===== src/rtl/z80_insn_framer.sv =====
// Z80 instruction framer: assembles fetched bytes into whole instructions (prefixes and
// operands included) and queues them with length and start address in a small FIFO.
module z80_insn_framer #(
    parameter int unsigned OUT_DEPTH = 2,
    parameter int unsigned ADDR_W    = 16
) (
    input  logic              i_clk,
    input  logic              i_reset_n,
    input  logic              i_in_valid,
    output logic              o_in_ready,
    input  logic [7:0]        i_in_data,
    input  logic              i_flush,
    input  logic [ADDR_W-1:0] i_flush_pc,
    output logic              o_out_valid,
    input  logic              i_out_ready,
    output logic [31:0]       o_out_instr,
    output logic [2:0]        o_out_len,
    output logic              o_out_orphan,
    output logic [ADDR_W-1:0] o_out_pc
);

    localparam int unsigned PW   = $clog2(OUT_DEPTH);
    localparam logic [PW:0] FULL = (PW + 1)'(OUT_DEPTH);

    function automatic logic f_is_ix(input logic [7:0] b);
        return (b == 8'hDD) || (b == 8'hFD);
    endfunction

    // b1 is only meaningful for prefixed opcodes; unprefixed lengths depend on b0 alone.
    function automatic logic [2:0] f_need_len(input logic [7:0] b0, input logic [7:0] b1);
        logic [2:0] len;
        len = 3'd1;
        if (b0 == 8'hCB) begin
            len = 3'd2;
        end else if (b0 == 8'hED) begin
            len = ((b1 & 8'hC7) == 8'h43) ? 3'd4 : 3'd2;
        end else if (f_is_ix(b0)) begin
            case (b1)
                8'hCB, 8'h21, 8'h22, 8'h2A, 8'h36: len = 3'd4;
                8'h34, 8'h35, 8'h46, 8'h4E, 8'h56, 8'h5E, 8'h66, 8'h6E, 8'h7E,
                8'h70, 8'h71, 8'h72, 8'h73, 8'h74, 8'h75, 8'h77,
                8'h86, 8'h8E, 8'h96, 8'h9E, 8'hA6, 8'hAE, 8'hB6, 8'hBE: len = 3'd3;
                default: len = 3'd2;
            endcase
        end else if (((b0 & 8'hCF) == 8'h01) || ((b0 & 8'hC7) == 8'hC2) ||
                     ((b0 & 8'hC7) == 8'hC4) ||
                     (b0 inside {8'h22, 8'h2A, 8'h32, 8'h3A, 8'hC3, 8'hCD})) begin
            len = 3'd3;
        end else if (((b0 & 8'hC7) == 8'h06) || ((b0 & 8'hC7) == 8'hC6) ||
                     (b0 inside {8'hD3, 8'hDB, 8'h10, 8'h18, 8'h20, 8'h28, 8'h30, 8'h38})) begin
            len = 3'd2;
        end
        return len;
    endfunction

    logic [7:0]        r_buf [4];
    logic [1:0]        r_cnt;
    logic [ADDR_W-1:0] r_pc;
    logic [ADDR_W-1:0] r_start_pc;

    logic [31:0]       r_f_instr  [OUT_DEPTH];
    logic [2:0]        r_f_len    [OUT_DEPTH];
    logic              r_f_orphan [OUT_DEPTH];
    logic [ADDR_W-1:0] r_f_pc     [OUT_DEPTH];
    logic [PW-1:0]     r_wr_ptr;
    logic [PW-1:0]     r_rd_ptr;
    logic [PW:0]       r_count;

    logic              w_accept;
    logic              w_pop;
    logic [7:0]        w_b0;
    logic [7:0]        w_b1;
    logic [2:0]        w_need;
    logic              w_orphan;
    logic              w_done;
    logic              w_push;
    logic [31:0]       w_word;
    logic [31:0]       w_push_instr;
    logic [2:0]        w_push_len;

    assign o_in_ready  = !i_flush && (r_count != FULL);
    assign o_out_valid = (r_count != '0);
    assign w_accept    = i_in_valid && o_in_ready;
    assign w_pop       = o_out_valid && i_out_ready && !i_flush;

    // Length decode sees the buffer as if the incoming byte were already stored.
    assign w_b0     = (r_cnt == 2'd0) ? i_in_data : r_buf[0];
    assign w_b1     = (r_cnt == 2'd1) ? i_in_data : r_buf[1];
    assign w_need   = f_need_len(w_b0, w_b1);
    assign w_orphan = (r_cnt == 2'd1) && f_is_ix(r_buf[0]) &&
                      (i_in_data inside {8'hDD, 8'hED, 8'hFD});
    assign w_done   = (({1'b0, r_cnt}) + 3'd1) == w_need;
    assign w_push   = w_accept && (w_orphan || w_done);

    always_comb begin
        w_word = '0;
        for (int i = 0; i < 3; i++) begin
            if (i < int'(r_cnt)) w_word[8*i +: 8] = r_buf[i];
        end
        w_word[{r_cnt, 3'b000} +: 8] = i_in_data;
    end

    assign w_push_instr = w_orphan ? {24'h0, r_buf[0]} : w_word;
    assign w_push_len   = w_orphan ? 3'd1 : w_need;

    always_ff @(posedge i_clk or negedge i_reset_n) begin
        if (!i_reset_n) begin
            for (int i = 0; i < 4; i++) r_buf[i] <= 8'h00;
            r_cnt      <= 2'd0;
            r_pc       <= '0;
            r_start_pc <= '0;
            r_wr_ptr   <= '0;
            r_rd_ptr   <= '0;
            r_count    <= '0;
        end else if (i_flush) begin
            r_cnt      <= 2'd0;
            r_pc       <= i_flush_pc;
            r_start_pc <= i_flush_pc;
            r_wr_ptr   <= '0;
            r_rd_ptr   <= '0;
            r_count    <= '0;
        end else begin
            if (w_accept) begin
                r_pc <= r_pc + ADDR_W'(1);
                if (w_orphan) begin
                    // The superseding prefix starts the next instruction.
                    r_buf[0]   <= i_in_data;
                    r_cnt      <= 2'd1;
                    r_start_pc <= r_pc;
                end else if (w_done) begin
                    r_cnt      <= 2'd0;
                    r_start_pc <= r_pc + ADDR_W'(1);
                end else begin
                    r_buf[r_cnt] <= i_in_data;
                    r_cnt        <= r_cnt + 2'd1;
                end
            end
            if (w_push) r_wr_ptr <= r_wr_ptr + PW'(1);
            if (w_pop)  r_rd_ptr <= r_rd_ptr + PW'(1);
            case ({w_push, w_pop})
                2'b10:   r_count <= r_count + (PW + 1)'(1);
                2'b01:   r_count <= r_count - (PW + 1)'(1);
                default: r_count <= r_count;
            endcase
        end
    end

    always_ff @(posedge i_clk) begin
        if (w_push) begin
            r_f_instr[r_wr_ptr]  <= w_push_instr;
            r_f_len[r_wr_ptr]    <= w_push_len;
            r_f_orphan[r_wr_ptr] <= w_orphan;
            r_f_pc[r_wr_ptr]     <= r_start_pc;
        end
    end

    // Head fields read as zero whenever the FIFO is empty.
    assign o_out_instr  = o_out_valid ? r_f_instr[r_rd_ptr]  : '0;
    assign o_out_len    = o_out_valid ? r_f_len[r_rd_ptr]    : '0;
    assign o_out_orphan = o_out_valid ? r_f_orphan[r_rd_ptr] : 1'b0;
    assign o_out_pc     = o_out_valid ? r_f_pc[r_rd_ptr]     : '0;

endmodule


===== config.mk =====
export PLATFORM = sky130hd
export DESIGN_NAME = z80_insn_framer
export DESIGN_NICKNAME = d
export VERILOG_FILES = /design/src/rtl/z80_insn_framer.sv
export SDC_FILE = /design/constraint.sdc
export NUM_CORES = 1
export LEC_CHECK = 0
export ABC_CLOCK_PERIOD_IN_PS = 20000
export CAP_MARGIN = 40
export CORE_ASPECT_RATIO = 0.7
export CORE_UTILIZATION = 55
export DETAILED_ROUTE_END_ITERATION = 10
export GPL_TIMING_DRIVEN = 0
export HOLD_SLACK_MARGIN = 0.05
export PLACE_DENSITY = 0.75
export SLEW_MARGIN = 20
export SYNTH_ARGS = -nofsm -noshare
export SYNTH_HDL_FRONTEND = slang
export SYNTH_SLANG_ARGS = --single-unit

===== constraint.sdc =====
create_clock -name i_clk -period 20 [get_ports i_clk]
set_clock_uncertainty 0.2 [all_clocks]
set_input_delay 2 -clock i_clk [delete_from_list [all_inputs] [get_ports i_clk]]
set_output_delay 2 -clock i_clk [all_outputs]
set_load 0.01 [all_outputs]

==> results.sh <==
export IMPL_drc_errors=6
export IMPL_maxCapViolCount=0
export IMPL_cts_sinks=166
export IMPL_crit_buf_inv=6
export IMPL_cts_resized=0
export IMPL_ant_nets=0
export IMPL_rsz0062_at_grt="no"
export IMPL_hold_start="r_start_pc[15]"
export IMPL_cpLargestDelayFamily="buffers and inverters"
export IMPL_drtIter0Drc=848
export IMPL_final_nets=931
export IMPL_crit_chain="clkdlybuf4s50_1, clkbuf_1, nand3b_1, a2bb2oi_1, o32ai_1, o211ai_2, o21a_1, o211ai_2, a21oi_1, nor3_2, buf_4, buf_6, buf_6, buf_4"
export IMPL_totalWireLength_um=24800
export IMPL_fin_crit_ns=6.40
export IMPL_synth_seq_cells=166
export IMPL_clkTransAtPathRegs_ns=0.07
export IMPL_hold_end="r_f_pc[1][15]"
export IMPL_cts_tree="done"
export IMPL_gp_congestion=0.922
export IMPL_p_per_area_nw_per_um2=133
export IMPL_drt_pass1_iter_count=11
export IMPL_die_w_um=153
export IMPL_grt_start_max_net_pins=52
export IMPL_die_area_um2=16400
export IMPL_grt_pass1_vias=6789
export IMPL_start_util_pct=56.4
export IMPL_drive_gt1_share_pct=10.3
export IMPL_crit_start="i_in_data[0]"
export IMPL_power_uw=1400
export IMPL_crit_arrival_ns=6.34
export IMPL_synthToLayoutAreaGrowth_pct=20.4
export IMPL_synth_async_reset_ratio_pct=37.3
export IMPL_grt_ovfl_total=0
export IMPL_cts_buffers=17
export IMPL_path_class="in2reg"
export IMPL_postCtsSetupRepairBufs=0
export IMPL_period_share_pct=32.0
export IMPL_drv_slew=0
export IMPL_hold_depth=0
export IMPL_hp_class="reg2reg"
export IMPL_run_status="complete, but fails checks"
export IMPL_slowest_delay_ns=0.69
export IMPL_start_kind="primary input"
export IMPL_setup_viol=0
export IMPL_netlist_area_um2=8740
export IMPL_core_um2=15500
export IMPL_synth_avg_cell_area_um2=11.2
export IMPL_reg2reg_to="r_f_instr[0][3]"
export IMPL_cpMaxStageDelayCell="nor3_2"
export IMPL_cts_hold_buf=0
export IMPL_num_vias=7044
export IMPL_dpl_hpwl_um=17400
export IMPL_yosys_most_used_dff="edfxtp_1"
export IMPL_clock_fmax_ghz=0.156
export IMPL_num_rows=38
export IMPL_r2r_cells=16
export IMPL_layout_common_cells="nor2_1 (104), edfxtp_1 (104), clkdlybuf4s50_1 (80)"
export IMPL_cts_max_level=4
export IMPL_end_kind="register"
export IMPL_tns_ns=0
export IMPL_clk_latency_ns=0.45
export IMPL_synth_edf_count=104
export IMPL_grt_pass1_wl_um=38300
export IMPL_ir_drop_mv=0.0690
export IMPL_diodes=0
export IMPL_synth_nets=820
export IMPL_rr_startpoint="r_cnt[0]"
export IMPL_syn_inst=782
export IMPL_drt_vias_per_instance=6.37
export IMPL_clockBufferDepth=2
export IMPL_ios=83
export IMPL_track_usage_pct=31.2
export IMPL_ys_types=82
export IMPL_path_max_fanout=10
export IMPL_ff2ff_setup_slack_ns=14.96
export IMPL_violations="design-rule violations"
export IMPL_leakagePower_uw=0.00401
export IMPL_seq_area_frac_synth_pct=53.5
export IMPL_worst_pin_slew_ns=0.844
export IMPL_cp_required_ns=19.94
export IMPL_antenna_found_initial=0
export IMPL_wl_per_cell_um=22.4
export IMPL_cts_root_buffer="clkbuf_16"
export IMPL_die_h_um=107
export IMPL_io_buffers=81
export IMPL_ys_warn_count=0
export IMPL_slew_headroom_pct=43.5
export IMPL_finalHoldViolations=0
per-stage QoR:
step                hold slack (ns)  utilization (%)  instance area [um2]  setup slack (ns)  instances
floorplan                     0.241                -                 8740             12.17        782
global placement              0.260             63.2                 9800              8.93       1063
detailed placement            0.276             64.0                 9920             13.24       1072
CTS                           0.287             67.8                10500             13.71       1104
global route                  0.292             67.9                10500             13.42       1106
finish                        0.285             67.9                10500             13.60       1106
sequential cells by signal, indices dropped and copies added, names as in the netlist:
register,cells
r_f_instr,64
r_f_pc,32
r_buf,24
r_pc,16
r_start_pc,16
r_f_len,6
r_cnt,2
r_count,2
r_f_orphan,2
r_rd_ptr,1
r_wr_ptr,1
synthesized netlist by cell type (14+ instances only):
master    instances  area share [%]
nand2_1          55             2.4
nor3_1           15            0.86
nor2_1          104             4.5
nand3_1          26             1.5
a21oi_1          19             1.1
and2_1           14             1.0
o21ai_0          26             1.5
dfrtp_1          62              18
edfxtp_1        104              36
a22oi_1          20             1.7
mux2i_1          71             8.1
and3_1           21             1.5
clkbuf_1         35             1.5
cell type report:
class,count,area (um2)
Sequential cell,166,4670
Timing Repair Buffer,92,943
Multi-Input combinational cell,547,3770
Inverter,15,56.3
Tap cell,200,250
Buffer,54,249
Clock buffer,18,429
Fill cell,1178,4980
Clock inverter,14,155
kinds of logic (layout without fill, tap and decap cells):
| logic type | Yosys count | count (layout) | share of synthesized area (%) |
|---|---|---|---|
| AND/OR/NAND/NOR | 276 | 276 | 15.6 |
| flip-flops | 166 | 166 | 53.5 |
| AO/OA/AOI/OAI | 148 | 148 | 12.8 |
| multiplexers | 98 | 98 | 11.7 |
| buffers and inverters | 69 | 193 | 3.49 |
| XOR/XNOR | 16 | 16 | 1.60 |
| adder cells (fa/ha/maj) | 9 | 9 | 1.29 |
report_power, final:
part	total (uW)	switching (uW)	internal (uW)
clock network	329	152	178
registers	541	79.2	462
logic	530	303	227
per-layer routing:
metal	vias to the layer above	wire length [um]	track usage, %
li1	3151	-	-
met3	56	2430	8.37
met2	345	10500	43.7
met1	3492	11300	46.7
met4	0	549	10.2
met5	-	0	0
worst max-delay path by stage:
stage | slack (ns) | endpoint | cells after the start
6_report | 13.60 | r_f_instr[0][3] | 14
5_1_grt | 13.42 | r_f_instr[0][3] | 14
4_1_cts | 13.71 | r_f_instr[0][3] | 14
3_5_place_dp | 13.24 | r_f_instr[0][6] | 14
3_3_place_gp | 8.93 | r_f_instr[0][6] | 10
2_1_floorplan | 12.17 | r_f_instr[0][0] | 9
Power figures use the tool's default switching activity.
